## config.mk

```make
export PLATFORM = sky130hd
export DESIGN_NAME = axi_read_arbiter
export DESIGN_NICKNAME = d
export VERILOG_FILES = /design/src/rtl/axi_read_arbiter.sv
export SDC_FILE = /design/constraint.sdc
export NUM_CORES = 1
export LEC_CHECK = 0
export CAP_MARGIN = 15
export CORE_AREA = 2 2 85 87
export DETAILED_ROUTE_END_ITERATION = 6
export DIE_AREA = 0 0 87 89
export DONT_BUFFER_PORTS = 1
export PLACE_DENSITY = 0.57
export SKIP_LAST_GASP = 1
export SYNTH_ARGS = -nofsm -noshare
export SYNTH_HDL_FRONTEND = slang
export SYNTH_SLANG_ARGS = --single-unit
```

## constraint.sdc

```tcl
create_clock -name aclk -period 1.3 [get_ports aclk]
set_input_delay 0 -clock aclk [delete_from_list [all_inputs] [get_ports aclk]]
set_output_delay 0 -clock aclk [all_outputs]
set_load 0.03 [all_outputs]
```

## src/rtl/axi_read_arbiter.sv

```systemverilog
// Shares one AXI3 read channel (AR/R) between the I-cache refill port and
// the D-cache refill/uncached-load port, one outstanding burst at a time.
// Latency: ack is combinational in the grant cycle and arvalid rises on the
// next cycle. Backpressure: arready stalls the burst in ADDR, and rready
// follows the granted requester's rready.
//
// Ports:
//   aclk, aresetn                 clock, synchronous active-low reset
//   {i,d}_req/addr/len/size       held read-burst request from each cache port
//   {i,d}_ack                     one-cycle pulse when that request is latched
//   {i,d}_rvalid/rready/rlast     per-requester view of the R channel
//   r_data, r_resp                rdata/rresp broadcast to both requesters
//   ar*, arready                  AXI3 read-address channel toward the slave
//   rid/rdata/rresp/rlast/rvalid  AXI3 read-data channel from the slave
//   rready                        AXI3 read-data ready toward the slave
//   err_rlast                     sticky flag: rlast disagreed with latched len
module axi_read_arbiter #(
  parameter logic [3:0] I_ARID       = 4'd0,
  parameter logic [3:0] D_ARID       = 4'd1,
  parameter int         STARVE_LIMIT = 4
) (
  input  logic        aclk,
  input  logic        aresetn,

  input  logic        i_req,
  input  logic [31:0] i_addr,
  input  logic [3:0]  i_len,
  input  logic [2:0]  i_size,
  output logic        i_ack,
  output logic        i_rvalid,
  input  logic        i_rready,
  output logic        i_rlast,

  input  logic        d_req,
  input  logic [31:0] d_addr,
  input  logic [3:0]  d_len,
  input  logic [2:0]  d_size,
  output logic        d_ack,
  output logic        d_rvalid,
  input  logic        d_rready,
  output logic        d_rlast,

  output logic [31:0] r_data,
  output logic [1:0]  r_resp,

  output logic [3:0]  arid,
  output logic [31:0] araddr,
  output logic [3:0]  arlen,
  output logic [2:0]  arsize,
  output logic [1:0]  arburst,
  output logic [1:0]  arlock,
  output logic [3:0]  arcache,
  output logic [2:0]  arprot,
  output logic        arvalid,
  input  logic        arready,

  input  logic [3:0]  rid,
  input  logic [31:0] rdata,
  input  logic [1:0]  rresp,
  input  logic        rlast,
  input  logic        rvalid,
  output logic        rready,

  output logic        err_rlast
);

  // Counter just wide enough to hold STARVE_LIMIT itself.
  localparam int SW = (STARVE_LIMIT < 1) ? 1 : $clog2(STARVE_LIMIT + 1);
  localparam logic [SW-1:0] STARVE_MAX = SW'(STARVE_LIMIT);

  typedef enum logic [1:0] {
    S_IDLE = 2'd0,
    S_ADDR = 2'd1,
    S_DATA = 2'd2
  } state_t;

  state_t state;
  state_t state_nxt;

  // Latched burst owner and AR payload; stable from grant until the next grant.
  logic          gnt_d;
  logic [3:0]    ar_id;
  logic [31:0]   ar_addr;
  logic [3:0]    ar_len;
  logic [2:0]    ar_size;

  logic [3:0]    beat_cnt;
  logic [SW-1:0] starve_cnt;
  logic          err_q;

  logic          starved;
  logic          pick_i;
  logic          pick_d;
  logic          beat;

  // rid is ignored: with a single outstanding burst the owner is already known.
  logic          rid_unused;
  assign rid_unused = ^rid;

  // D normally wins a tie; once I has watched STARVE_LIMIT consecutive D
  // grants go by, I takes the next tie.
  assign starved = (starve_cnt == STARVE_MAX);
  assign pick_i  = i_req & (~d_req | starved);
  assign pick_d  = d_req & ~pick_i;
  assign beat    = rvalid & rready;

  always_ff @(posedge aclk) begin
    if (!aresetn) begin
      state <= S_IDLE;
    end else begin
      state <= state_nxt;
    end
  end

  always_comb begin
    state_nxt = state;
    arvalid   = 1'b0;
    rready    = 1'b0;
    i_ack     = 1'b0;
    d_ack     = 1'b0;
    i_rvalid  = 1'b0;
    d_rvalid  = 1'b0;
    i_rlast   = 1'b0;
    d_rlast   = 1'b0;
    case (state)
      S_IDLE: begin
        // Acks are masked during reset so a held request never sees a
        // spurious pulse while the block is being cleared.
        if (aresetn) begin
          i_ack = pick_i;
          d_ack = pick_d;
          if (pick_i || pick_d) begin
            state_nxt = S_ADDR;
          end
        end
      end
      S_ADDR: begin
        arvalid = 1'b1;
        if (arready) begin
          state_nxt = S_DATA;
        end
      end
      S_DATA: begin
        rready   = gnt_d ? d_rready : i_rready;
        i_rvalid = rvalid & ~gnt_d;
        d_rvalid = rvalid &  gnt_d;
        i_rlast  = rvalid & rlast & ~gnt_d;
        d_rlast  = rvalid & rlast &  gnt_d;
        if (beat && rlast) begin
          state_nxt = S_IDLE;
        end
      end
      default: begin
        state_nxt = S_IDLE;
      end
    endcase
  end

  always_ff @(posedge aclk) begin
    if (!aresetn) begin
      gnt_d      <= 1'b0;
      ar_id      <= 4'd0;
      ar_addr    <= 32'd0;
      ar_len     <= 4'd0;
      ar_size    <= 3'd0;
      beat_cnt   <= 4'd0;
      starve_cnt <= '0;
      err_q      <= 1'b0;
    end else begin
      if (state == S_IDLE) begin
        beat_cnt <= 4'd0;
        if (pick_i) begin
          gnt_d      <= 1'b0;
          ar_id      <= I_ARID;
          ar_addr    <= i_addr;
          ar_len     <= i_len;
          ar_size    <= i_size;
          starve_cnt <= '0;
        end else if (pick_d) begin
          gnt_d   <= 1'b1;
          ar_id   <= D_ARID;
          ar_addr <= d_addr;
          ar_len  <= d_len;
          ar_size <= d_size;
          if (!i_req) begin
            starve_cnt <= '0;
          end else if (starve_cnt != STARVE_MAX) begin
            starve_cnt <= starve_cnt + SW'(1);
          end
        end else begin
          // No requester at all, so I is certainly not waiting.
          starve_cnt <= '0;
        end
      end

      if ((state == S_DATA) && beat) begin
        if (rlast) begin
          // Short burst: slave ended before the requested beat count.
          if (beat_cnt != ar_len) begin
            err_q <= 1'b1;
          end
          beat_cnt <= 4'd0;
        end else begin
          // Long burst: expected last beat came without rlast; keep draining.
          if (beat_cnt == ar_len) begin
            err_q <= 1'b1;
          end
          beat_cnt <= beat_cnt + 4'd1;
        end
      end
    end
  end

  assign arid      = ar_id;
  assign araddr    = ar_addr;
  assign arlen     = ar_len;
  assign arsize    = ar_size;
  assign arburst   = 2'b01;
  assign arlock    = 2'b00;
  assign arcache   = 4'b0000;
  assign arprot    = 3'b000;

  assign r_data    = rdata;
  assign r_resp    = rresp;
  assign err_rlast = err_q;

endmodule

```

==> Yosys cells after proc, flatten, opt, wreduce, memory -nomap -nowiden <==
Index checks and enable logic that the tools add are counted.
{ "classes": {"eq_ne": 11, "n_bitwise": 12, "mux": 35, "n_reduce_logical": 11, "addsub": 2} }
{ "op_table": {"columns": ["cell", "count"], "rows": [
  ["2-to-1 mux 32 bit", 2],
  ["2-to-1 mux 4 bit", 7],
  ["2-to-1 mux 3 bit", 6],
  ["2-to-1 mux 1 bit", 16],
  ["bitwise AND 1 bit", 8],
  ["2-to-1 mux 2 bit", 3],
  ["inequality test 2 bit (second input constant)", 3],
  ["case mux 2 bit (3 select lines)", 1],
  ["AND reduction 3 bit", 2],
  ["nonzero test 2 bit", 3],
  ["adder 4 x 1 -> 4 bit (second input constant)", 1],
  ["equality test 4 bit", 1],
  ["inequality test 4 x 3 -> 1 bit (second input constant)", 1],
  ["inequality test 4 bit", 1],
  ["AND reduction 2 bit", 2],
  ["adder 3 x 1 -> 3 bit (second input constant)", 1],
  ["equality test 3 bit (second input constant)", 1],
  ["inequality test 3 bit (second input constant)", 1],
  ["inverter 1 bit", 3],
  ["equality test 2 x 1 -> 1 bit (second input constant)", 1],
  ["equality test 2 bit (second input constant)", 1],
  ["logical AND 1 bit", 2],
  ["logical NOT 2 bit", 1],
  ["inequality test 2 x 1 -> 1 bit (second input constant)", 1],
  ["2 further kinds", 2]
]} }
{ "totals": {"out_inout_bits": 97, "ff_bits": 54} }

==> Longest topological paths before layout <==
{ "depth": {"word_depth": 8, "depth_mapped": 8} }

==> Worst setup path before layout <==
OpenSTA, ideal clock, no wires.
{ "synth_path": {"path_kind": "reg-to-output", "start": "reg state[1]", "end": "out i_rlast", "arrival_time_ns": 1.463, "path_stages_with_launch": 4, "path_slack_ns": -0.163, "path_buffers": 0, "cell_sequence": "dfxtp_1 -> nand3b_1 -> nor2_1 -> and2_1"} }
{ "synth_via": {"elab_chain_cells": 2} }
{ "synth_rtl": {"columns": ["item", "line_no", "text"], "rows": [
  ["start: declaration", "77", "state_t state;"],
  ["start signal: assignment", "111", "state <= state_nxt;"],
  ["equality test 2 bit", "125", "case (state)"],
  ["2-to-1 mux 1 bit", "125", null],
  ["end: declaration", "32", "output logic i_rlast,"]
]} }
Every way passes these cells.

==> Final worst setup path <==
{ "layout_path": {"start": "reg starve_cnt[0]", "end": "reg ar_addr[20], in the netlist araddr[20]"} }
{ "layout_via": {"elab_chain_cells": 7, "word_cells_on_any_way": 8} }
{ "layout_rtl": {"columns": ["item", "line_no", "text"], "rows": [
  ["start: declaration", "88", "logic [SW-1:0] starve_cnt;"],
  ["start signal: assignment", "188", "starve_cnt <= starve_cnt + SW'(1);"],
  ["equality test 3 bit (*)", "102", "assign starved = (starve_cnt == STARVE_MAX);"],
  ["OR 1 bit (*)", "103", "assign pick_i = i_req & (~d_req | starved);"],
  ["bitwise AND 1 bit (*)", "103", null],
  ["inverter 1 bit", "104", "assign pick_d = d_req & ~pick_i;"],
  ["bitwise AND 1 bit", "104", null],
  ["nonzero test 2 bit (no source line)", null, null],
  ["AND reduction 2 bit (no source line)", null, null],
  ["end signal: assignment", "175", "ar_addr <= i_addr;"],
  ["end signal: assignment", "182", "ar_addr <= d_addr;"],
  ["end: declaration", "83", "logic [31:0] ar_addr;"]
]} }
Every way passes the cells marked *; elsewhere a longest branch is shown, timed or not.
A chain may end at the register's enable or synchronous reset.

==> flow_summary.json <==
{
  "die-area_um2": 7740,
  "dp_hpwl_um": 4320,
  "hp-class": "input port to flop",
  "startpoint_type": "flop",
  "min_period_ns": 1.43,
  "num_vias": 2861,
  "fillCellCount": 544,
  "core-area_um2": 6720,
  "start_util": 0.417,
  "post-route-period-util": 1.10,
  "io_buffers": 0,
  "globalplace.congestion": 0.777,
  "hold_viol": 1,
  "cts.sinks": 50,
  "die_h_um": 89,
  "worstPathMaxFanout": 11,
  "final_common_cell": "dlygate4sd3_1",
  "cap_violations": 0,
  "pwr_density_cell_nw_per_um2": 1070,
  "io-pin-count": 222,
  "cellLeakagePower_nw": 1.79,
  "holdWs_ns": -0.0154,
  "fmax_mhz": 699,
  "fin_ws_ns": -0.131,
  "final_util": 0.631,
  "ys_ff_latch": 50,
  "synth-async-reset-ratio": 0,
  "antenna_found_initial": 0,
  "ys_top_cells_by_area": "dfxtp_1, buf_4, nand2_1",
  "yosysTopAreaCell": "dfxtp_1",
  "cts_buffers": 5,
  "drc_errors": 0,
  "cts_max_path_buffers": 2,
  "grt.total_usage": 0.223,
  "cts_tree": "done",
  "grt_pass1_wl_um": 13600,
  "final_cell_mix": "dlygate4sd3_1, nand2_1, buf_4",
  "seq_area_frac_synth": 0.357,
  "grt_start_max_net_pins": 54,
  "hold_buffers": 83,
  "fp-row-count": 30,
  "clock_latency_ns": 0.30,
  "syn_area_um2": 2800,
  "die_w_um": 87,
  "antenna_left": 0,
  "vias_per_cell": 5.33,
  "ys_types": 39,
  "cts_root_buf": "clkbuf_8",
  "first_pass_iters": 4,
  "end_kind": "flop",
  "p_total_mw": 4.53,
  "required_ns": 1.53,
  "violations": "hold timing, setup timing",
  "cts_max_level": 2,
  "clk_pin_slew_ns": 0.09,
  "routedWlPerCell_um": 17.7,
  "wirelength_um": 9490,
  "rsz0062_at_grt": "yes",
  "status": "complete, but fails checks",
  "synthesis.instances": 352,
  "antenna_cells": 0,
  "slew_viol_final": 0,
  "cp.arrival_ns": 1.66,
  "syn_to_final_growth_pct": 51.3,
  "syn_area_per_cell_um2": 7.96,
  "layout-drive-gt1-share": 0.276,
  "synth-main-ff-cell": "dfxtp_1",
  "worst-setup-path-type": "flop to flop",
  "grt_overflow": 0,
  "ys.warnings.count": 0,
  "skew_ns": 0.00814,
  "setup_viol_count_final": 41,
  "synth_top_area_frac": 0.357,
  "final_net_count": 584,
  "first_iter_violations": 160,
  "ir_drop_mv": 0.532,
  "first_global_vias": 2796,
  "synth-edff-count": 0
}
==> synth_stat cells (all sizes together), types with 2 or more instances <==
cell and n:
a31oi 40, clkbuf 5, ha 3, o21a 4
nand4 3, dfxtp 50, nor2 6, a21oi 3
mux2i 2, a21boi 4, nand3 2, and2 6
xnor2 4, and3 2, nor2b 3, buf 68
conb 2, o21ai 47, nand2 82, inv 2
nand3b 4
==> report_power, final <==
group / switching [mW] / internal, mW / total [mW]
clock: 0.508 / 0.538 / 1.05
combinational: 0.944 / 0.737 / 1.68
sequential: 0.109 / 1.70 / 1.81
total: 1.56 / 2.97 / 4.53
==> sequential cells by signal, summed over array words and instances, names as in the netlist <==
register and cells:
state 2, arlen 4, arsize 3, arid 1
starve_cnt 3, err_rlast 1, araddr 32, beat_cnt 4
==> routing by layer <==
layer | routed length (µm) | up-vias | global-route usage
met4 | 157 | 0 | 0.0724
met3 | 753 | 14 | 0.0545
met1 | 3850 | 1333 | 0.276
li1 | - | 1363 | -
met2 | 4730 | 151 | 0.380
met5 | 0 | - | 0
==> layout make-up <==
type / instances / area (µm²) / area share
flip-flops and latches: 50 / 1010 / 0.239
well taps: 80 / 100 / 0.0236
repair buffers: 153 / 1520 / 0.357
clock buffers: 8 / 110 / 0.0260
inverters: 2 / 7.51 / 0.00177
multi-input cells: 244 / 1500 / 0.353
==> worst paths after layout <==
kind | start | endpoint | slack (ns) | depth (start not counted)
min reg2reg | beat_cnt[3]$_SDFFE_PN0P_ | beat_cnt[3]$_SDFFE_PN0P_ | 0.51 | 2
min | i_req | arid[0]$_SDFFE_PN0P_ | -0.02 | 2
max | starve_cnt[0]$_SDFFE_PN0P_ | araddr[20]$_SDFFE_PN0P_ | -0.13 | 8
max reg2reg | starve_cnt[0]$_SDFFE_PN0P_ | araddr[20]$_SDFFE_PN0P_ | -0.13 | 8
==> critical path, stage by stage (launching register included) <==
cell     delay (ns)
dfxtp_2        0.34
inv_2          0.04
ha_4           0.15
a21bo_4        0.23
nand2_4        0.07
buf_12         0.14
buf_12         0.14
nand2_1        0.07
a31oi_1        0.17
==> cells by family (layout without fill, tap and decap cells) <==
group / count (synthesis) / after routing / share of synthesized area
AO/OA/AOI/OAI: 101 / 101 / 0.212
XOR/XNOR: 4 / 4 / 0.0125
adder cells (fa/ha/maj): 3 / 3 / 0.0134
buffers and inverters: 75 / 163 / 0.208
flip-flops: 50 / 50 / 0.357
multiplexers: 3 / 3 / 0.0112
other: 2 / 14 / 0.00268
AND/OR/NAND/NOR: 114 / 119 / 0.183
==> what timing repair did <==
action                                  CTS  global route
endpoints found under the hold margin    50             1
gates resized for setup                  23            33
pin swaps                                11            23
setup buffers                             5             3
gates cloned                              6             3
endpoints found under the setup margin   51            52
==> through the flow <==
| stage | setup TNS [ns] | worst slack [ns] | cells | instance area [µm²] |
|---|---|---|---|---|
| 3_5_place_dp | -4.68 | -0.148 | 429 | 2880 |
| 4_1_cts | -3.59 | -0.121 | 531 | 4020 |
| 5_1_grt | -7.01 | -0.214 | 537 | 4240 |
| 6_report | -4.07 | -0.131 | 537 | 4240 |
| 3_3_place_gp | -3.21 | -0.0938 | 429 | 2880 |
| 2_1_floorplan | -0.276 | -0.0193 | 364 | 2870 |
No activity file was read; power rests on OpenSTA's default activity.
